==> config.mk <==
export PLATFORM = sky130hd
export DESIGN_NAME = alu_result_buffer
export DESIGN_NICKNAME = d
export VERILOG_FILES = /design/src/rtl/alu_result_buffer.sv
export SDC_FILE = /design/constraint.sdc
export NUM_CORES = 1
export LEC_CHECK = 0
export ABC_AREA = 1
export ABC_CLOCK_PERIOD_IN_PS = 3400
export CAP_MARGIN = 20
export CORE_ASPECT_RATIO = 0.7
export CORE_MARGIN = 5
export CORE_UTILIZATION = 47
export DETAILED_ROUTE_END_ITERATION = 6
export PLACE_DENSITY_LB_ADDON = 0.1
export SYNTH_ARGS = -nofsm -noshare
export SYNTH_HDL_FRONTEND = slang
export SYNTH_SLANG_ARGS = --single-unit
==> constraint.sdc <==
create_clock -name clk -period 3.4 [get_ports clk]
set_clock_uncertainty 0.15 [all_clocks]
set_input_delay 0.68 -clock clk [delete_from_list [all_inputs] [get_ports clk]]
set_output_delay 0.68 -clock clk [all_outputs]
set_load 0.005 [all_outputs]
==> src/rtl/alu_result_buffer.sv <==
// Registered result stage after the ALU: classifies each result as valid or error
// and holds it in a small first-word-fall-through queue toward writeback.
module alu_result_buffer #(
    parameter int DATA_W = 16,
    parameter int DEPTH  = 4
) (
    input  logic                   clk,
    input  logic                   rst_n,
    input  logic                   in_valid,
    output logic                   in_ready,
    input  logic [2:0]             alu_op,
    input  logic [DATA_W-1:0]      in1,
    input  logic [DATA_W-1:0]      alu_out,
    input  logic                   z,
    output logic                   out_valid,
    input  logic                   out_ready,
    output logic [DATA_W-1:0]      out_data,
    output logic                   out_z,
    output logic                   out_err,
    output logic [$clog2(DEPTH):0] count,
    output logic                   err_flag,
    input  logic                   err_clr
);
    localparam int PTR_W = $clog2(DEPTH);
    localparam logic [PTR_W:0] FULL_CNT = DEPTH[PTR_W:0];

    logic [DATA_W-1:0] dataMem_q [DEPTH];
    logic              zMem_q    [DEPTH];
    logic              errMem_q  [DEPTH];

    logic [PTR_W-1:0]  wrPtr_q, wrPtr_d;
    logic [PTR_W-1:0]  rdPtr_q, rdPtr_d;
    logic [PTR_W:0]    count_q, count_d;
    logic              errFlag_q, errFlag_d;

    logic              push, pop;
    logic              entryErr;
    logic [DATA_W-1:0] entryData;
    logic              entryZ;

    // Handshake depends only on occupancy, so no in->out or ready->ready paths exist.
    assign in_ready  = (count_q != FULL_CNT);
    assign out_valid = (count_q != '0);
    assign push      = in_valid && in_ready;
    assign pop       = out_valid && out_ready;

    assign out_data  = dataMem_q[rdPtr_q];
    assign out_z     = zMem_q[rdPtr_q];
    assign out_err   = errMem_q[rdPtr_q];
    assign count     = count_q;
    assign err_flag  = errFlag_q;

    // Undefined opcodes and division/modulo by zero become canned error entries.
    always_comb begin
        entryErr  = (alu_op == 3'd0) || (alu_op == 3'd7) ||
                    (((alu_op == 3'd4) || (alu_op == 3'd5)) && (in1 == '0));
        entryData = entryErr ? '0 : alu_out;
        entryZ    = entryErr ? 1'b1 : z;
    end

    always_comb begin
        wrPtr_d   = wrPtr_q;
        rdPtr_d   = rdPtr_q;
        count_d   = count_q;
        errFlag_d = errFlag_q;
        if (push) begin
            wrPtr_d = wrPtr_q + 1'b1;
        end
        if (pop) begin
            rdPtr_d = rdPtr_q + 1'b1;
        end
        case ({push, pop})
            2'b10:   count_d = count_q + 1'b1;
            2'b01:   count_d = count_q - 1'b1;
            default: count_d = count_q;
        endcase
        // A new error outranks a clear arriving in the same cycle.
        if (push && entryErr) begin
            errFlag_d = 1'b1;
        end else if (err_clr) begin
            errFlag_d = 1'b0;
        end
    end

    always_ff @(posedge clk or negedge rst_n) begin
        if (!rst_n) begin
            wrPtr_q   <= '0;
            rdPtr_q   <= '0;
            count_q   <= '0;
            errFlag_q <= 1'b0;
            for (int i = 0; i < DEPTH; i++) begin
                dataMem_q[i] <= '0;
                zMem_q[i]    <= 1'b0;
                errMem_q[i]  <= 1'b0;
            end
        end else begin
            wrPtr_q   <= wrPtr_d;
            rdPtr_q   <= rdPtr_d;
            count_q   <= count_d;
            errFlag_q <= errFlag_d;
            if (push) begin
                dataMem_q[wrPtr_q] <= entryData;
                zMem_q[wrPtr_q]    <= entryZ;
                errMem_q[wrPtr_q]  <= entryErr;
            end
        end
    end
endmodule

==> run metrics <==
Final Setup Violations=0; Post-Synth XOR/XNOR Area=less than 1%; Cells after Synth=490; multiplexer area fraction after synthesis=0%; minimum clock period=2.95 ns; Switching Fraction=37.9%; latest clock arrival within the worst-skew pair=between 0.3 and 0.4 ns; Core Region=roughly 8500 um^2; Seq/Total Area, Yosys=about 48%; Pwr Density=~960 nW/um^2; synthesized cell area=4180 um^2; vias post-DR=about 3700; DRC viols=0; vias in the first global route=3698; setup bufs post-CTS=0; Yosys cell types=29; Worst-path clk slew=0.06 ns; Synth Area in Compound Gates=7.73%; flops & latches, synth=80; worst min path class=input port to async pin; CP Data Arrival Time=approximately 2.1 ns; share of post-route cells with drive strength above 1=around 10%; Final Hold Vio Count=0; sw power=0.00188 W; Tot Pwr=0.00495 W; P_leak=2.49 nW; setup tns final=0 ns; nets=591; I/O pin cnt=65; Sequential Power Share=33.4%; Antenna Violating Nets Remaining=0; H-tree depth=3; clock network power share=21.6%; pin count of the biggest net entering global routing=81; Initial Util=about half; DR vias/cell=~5.5; largest family of logic cells by synthesized area=simple AND/OR/NAND/NOR gates; DR iter-0 viols=314; row count=28; outcome=complete, no violations; crit-path cells=buf_4 -> o21ai_0 -> o22ai_1 -> clkdlybuf4s50_1; first-pass GRT wire length=18900 um; Antenna Cells=0; die width=123 um; total gr overflow=0; slew margin rel.=61.7%; WS Path Type=register to output pin; worst-margin pin slew=approximately 0.57 ns; Max Slew Vio Count=0; PortBufs=64; fmax=0.339 GHz; maximum vdd drop=0.000426 V; CP max FO=37; CTS tree=done; post-DP HPWL=6700 um; Hold Buf Count CTS=0; root buffer cell=clkbuf_16; Pre-Repair DR Iteration Count=5; Critical Path Slowest Stage Cell=clkdlybuf4s50_1; synth warn=0; CTS max path bufs=2; post-DR wirelength/cell=roughly 17 um; Total Wirelength=11300 um; CP peak stage delay=0.57 ns; Final GP Congestion=0.736; gr usage total=between 20% and 30%; Max-Cap Viols=0; initial antenna violation count=0; Synth Area per Inst=8.52 um^2; post-synthesis simple-gate area fraction=about 33%; RSZ-0062 raised after global routing=no; synth-to-layout area growth=23.6%; filler instances=798; cts repair resizes=0; Comb pwr share=45.0%; syn_nets=~540; startpoint types=register; P_int=0.00307 W; die area=~11000 um^2; # clock sinks=80; Worst Setup End Kind=output pin; Die H=88.9 um; Post-Synth Adder-Cell Area=1.98%; CTS buffer count=9; Tcrit/Tclk final=between 80% and 90%; Critical Path RT=2.57 ns
[per-layer routing]
layer	global-route usage (%)	part of all wire [%]	vias up	wire length [um]
met1	30.2	46	1759	5160
li1	-	-	1760	-
met3	6.33	8.6	9	972
met2	36.2	45	145	5080
met5	0	0	-	0
met4	5.28	0.73	0	82
[layout make-up]
type                    count  area [um^2]  share of cell area (%)
well taps                 120          150                    2.91
repair buffers             75          753                    14.6
flip-flops and latches     80         2000                    38.8
clock inverters             6         92.6                    1.79
multi-input cells         356         1820                    35.3
inverters                  22          103                    1.99
clock buffers              10          239                    4.63
[cells in the final DEF, fill, tap and decap left out, drive strengths merged]
| cell | count |
|---|---|
| buf | 12 |
| or2 | 1 |
| xor2 | 3 |
| o21ai | 41 |
| dfrtp | 80 |
| clkinvlp | 2 |
| clkinv | 4 |
| bufinv | 2 |
| inv | 20 |
| ha | 5 |
| clkdlybuf4s50 | 63 |
| nand4 | 64 |
| fa | 1 |
| nand3 | 5 |
| xnor2 | 1 |
| nor2 | 54 |
| a21oi | 1 |
| nand2 | 162 |
| clkbuf | 10 |
| o22ai | 18 |
[cell usage after synthesis, drive strengths merged]
cell      n  area (um^2)
a21oi     1         5.00
buf      22          210
clkbuf   10         45.0
clkinv    1         3.75
dfrtp    80         2000
fa        1         20.0
ha        5         62.6
inv      21         98.8
nand2   162          664
nand3     5         37.5
nand4    64          400
nor2     54          268
o21ai    41          205
o22ai    18          113
or2       1         6.26
xnor2     1         8.76
xor2      3         26.3
[power by group through the flow]
stage	Sequential, W	Combinational [W]	Clock (W)
floorplan	0.00160	0.00139	0
global route	0.00171	0.00250	0.00113
detailed placement	0.00165	0.00222	0
CTS	0.00165	0.00224	0.00108
finish	0.00165	0.00222	0.00107
global placement	0.00165	0.00218	0
[kinds of logic (layout without fill, tap and decap cells)]
| family | after synthesis | after routing |
|---|---|---|
| simple gates | 286 | 286 |
| flops | 80 | 80 |
| compound gates | 60 | 60 |
| buf+inv | 54 | 113 |
| fa+ha+maj | 6 | 6 |
| xor+xnor | 4 | 4 |
[state kept, by name (all words and copies together), names as in the netlist]
| signal | flops |
|---|---|
| rdPtr_q | 2 |
| dataMem_q | 64 |
| zMem_q | 4 |
| errMem_q | 4 |
| wrPtr_q | 2 |
| err_flag | 1 |
| count | 3 |
[per-stage QoR]
| stage | worst slack, ns | hold slack, ns | utilization (%) | std cells | cell area [um^2] |
|---|---|---|---|---|---|
| 5_1_grt | 0.387 | 0.0824 | 60.4 | 669 | 5160 |
| 3_5_place_dp | 0.675 | 0.310 | 56.2 | 652 | 4800 |
| 4_1_cts | 0.489 | 0.327 | 60.1 | 668 | 5130 |
| 3_3_place_gp | 0.703 | 0.307 | 56.2 | 652 | 4800 |
| 2_1_floorplan | 1.36 | 0.234 | - | 490 | 4180 |
| 6_report | 0.453 | 0.0692 | 60.4 | 669 | 5160 |
[final timing paths]
check	from	end	slack, ns	cells past startpoint
worst max-delay path	rdPtr_q[0]	out_data[4]	0.45	4
worst min-delay path	rst_n	dataMem_q[2]	0.07	1
worst max register to register	count[1]	count[2]	1.25	9
worst min register to register	dataMem_q[16]	dataMem_q[16]	0.33	2
max in group asynchronous	rst_n	zMem_q[1]	2.45	2
min in group clk	dataMem_q[16]	dataMem_q[16]	0.33	2
[critical path, delay by kind of cell (launching register included)]
kind	cells	cell delay, ns
buf+inv	2	0.95
compound gates	2	0.46
flops	1	0.36
Power figures use the tool's default switching activity.
==> edit, RTL diff (config.mk and constraints unchanged) <==
Make the reset (`rst_n`) synchronous in one clocked block.
--- a/src/rtl/alu_result_buffer.sv
+++ b/src/rtl/alu_result_buffer.sv
@@ -82,7 +82,7 @@
         end
     end
 
-    always_ff @(posedge clk or negedge rst_n) begin
+    always_ff @(posedge clk) begin
         if (!rst_n) begin
             wrPtr_q   <= '0;
             rdPtr_q   <= '0;
Formal check against the unedited RTL: differs if rst_n is asserted again (counterexample within 4 cycles, from zero or initial values and one cycle with rst_n low); with rst_n held inactive, the same outputs for 4 cycles.
==> edit against the unedited design <==
Sequential cell count up 2. Critical path type unchanged. Non-clock buffer count down 1. Synthesized area down 13%. Final area down 11%. Wire length down 21%. Worst setup slack better by 56 ps. Critical path depth unchanged. Hold slack better by 260 ps.
Power is not compared: it rests on default switching activity, and its combinational part moved more than twofold at a synthesized area within 25%.
==> edit: results (changes against the unedited design) <==
status:
  outcome: "finished, final reports clean"
yosys:
  synth_top_cells_by_area: "edfxtp_1 54%, nor2_1 11%, dfxtp_1 8.8%"
  synth_flop_cell: "edfxtp_1"
  yosysWarnings: 0  # unchanged
  ys_seq_area_frac: 0.6312  # +0.1519
  synth-edff-count: 66  # +66
  yosys-top-cells-count: "111 x nor2_1, 66 x edfxtp_1, 46 x o21ai_0"
  synth-async-reset-ratio: 0  # -1.000
  synth.distinct_cells: 29  # unchanged
  synth_nets: 414  # -23%
clock_tree:
  cts-root-buf: "clkbuf_8"
  htreeDepth: 3  # unchanged
  clkTransAtPathRegs_ps: 80  # +20 ps
route:
  drt_first_pass_iters: 5  # unchanged
  drtIter0Drc: 195  # -38%
  vias: 2825  # -23%
  wl_um: 8888  # -21%
global_routing:
  grt_pass1_vias: 2860  # -23%
  grt_pass1_wl_um: 14380  # -24%
  use_met1: 0.2795  # -0.02213
  met2_usage: 0.2920  # -0.06991
  grt_usage: 0.1926  # -0.03140
  grt_max_degree: 37  # -54%
  grt_use_met3: 0.03986  # -0.02340
  grt_busiest_layer: "met2"
sta:
  tightest_slew_ps: 622.8  # +51.85 ps
setup_path:
  ff2ff_path_depth: 10  # +1
  max_stage_delay_ps: 540  # -30 ps
  crit_family: "buffers and inverters"
  critPathMaxFanout: 18  # -51%
  r2r-end: "count[2]$_SDFFE_PN0P_"
  regToRegSetupSlack_ps: 1220  # -30 ps
  regToRegStartpoint: "count[2]$_SDFFE_PN0P_"
hold_path:
  hold_class: "reg2reg"
  min_from: "rdPtr_q[1]$_SDFFE_PN0P_"
  hold_depth: 2
final_layout:
  final_nets: 480  # -19%
  drive_gt1_frac: 0.08597  # -0.01603
  fillers: 646  # -19%
placed_design:
  gp_congestion: 0.8340  # +13%
  dp_hpwl_um: 5829  # -13%
  pre_cts_ws_ps: 397.0  # -278.4 ps
  io_buffers: 64  # unchanged
  place_area_mm2: 0.004398  # -8.4%
## edit: cell count changes after synthesis, moves of 4 or more
cell,unedited run,this run
nand2_1,145,39
dfrtp_1,80,0
edfxtp_1,0,66
nand4_1,64,0
nor2_1,50,111
dfxtp_1,0,16
nand2_2,16,1
a21oi_1,1,8
buf_4,8,1
o21ai_0,40,46
nand3_1,4,9
ha_1,5,1
inv_6,4,0
## edit: layer usage
metal	vias to the layer above	share of wire
met5	-	0
met3	11	0.066
met4	0	0.010
met1	1328	0.46
li1	1389	-
met2	97	0.46
## edit: per-stage QoR
step | hold WS [ps] | cells
floorplan | 292.4 | 371
global placement | 300.2 | 524
detailed placement | 313.9 | 524
CTS | 328.8 | 540
global route | 349.5 | 540
finish | 325.0 | 540
## edit: worst max-delay path by stage
| stage | startpoint | end | slack [ps] | depth (start not counted) |
|---|---|---|---|---|
| finish | register | out_err | 510 | 4 |
| global route | register | out_data[15] | 360 | 4 |
| CTS | register | out_err | 480 | 4 |
| detailed placement | register | out_data[4] | 400 | 4 |
| global placement | register | out_data[8] | 440 | 4 |
| floorplan | in_valid | dataMem_q[3][0]$_DFFE_PP_ | 600 | 4 |
## edit: logic make-up (layout without fill, tap and decap cells)
kind of cell	count (synthesis)	count (layout)	synth area share
buffers and inverters	41	112	0.05146
DFF	82	82	0.6312
AOI/OAI and AO/OA	75	75	0.1091
adders and majority gates	2	2	0.008919
and+or+nand+nor	171	171	0.1993
## edit: area by class of cell
cell class	instances	area, µm²	area share
clock buffer	11	131.4	0.02851
clock inverter	5	77.57	0.01683
inverter	22	88.84	0.01928
multi-input combinational	248	1157	0.2512
sequential	82	2302	0.4996
tap	98	122.6	0.02661
timing repair buffer	74	728.2	0.1580
## edit: repair_timing
item | 4_1_cts | 5_1_grt
endpoints found under the setup margin | 1 | 0
resized for setup | 1 | 0
hold buffers | 0 | 0
buffers inserted | 0 | 0
## edit: worst register-to-register path, delay by kind of cell (launching register included)
kind,cells,cell delay (ps)
compound gates,4,470
fa+ha+maj,2,540
buf+inv,2,150
flops,1,430
simple gates,2,320
## edit: power groups by stage
stage | clock [µW] | combinational [µW] | sequential [µW]
after global placement | 0 | 884 | 1250
after global routing | 799 | 978 | 1240
after CTS | 761 | 898 | 1230
after floorplan | 0 | 452 | 1240
final | 749 | 890 | 1230
after detailed placement | 0 | 892 | 1250
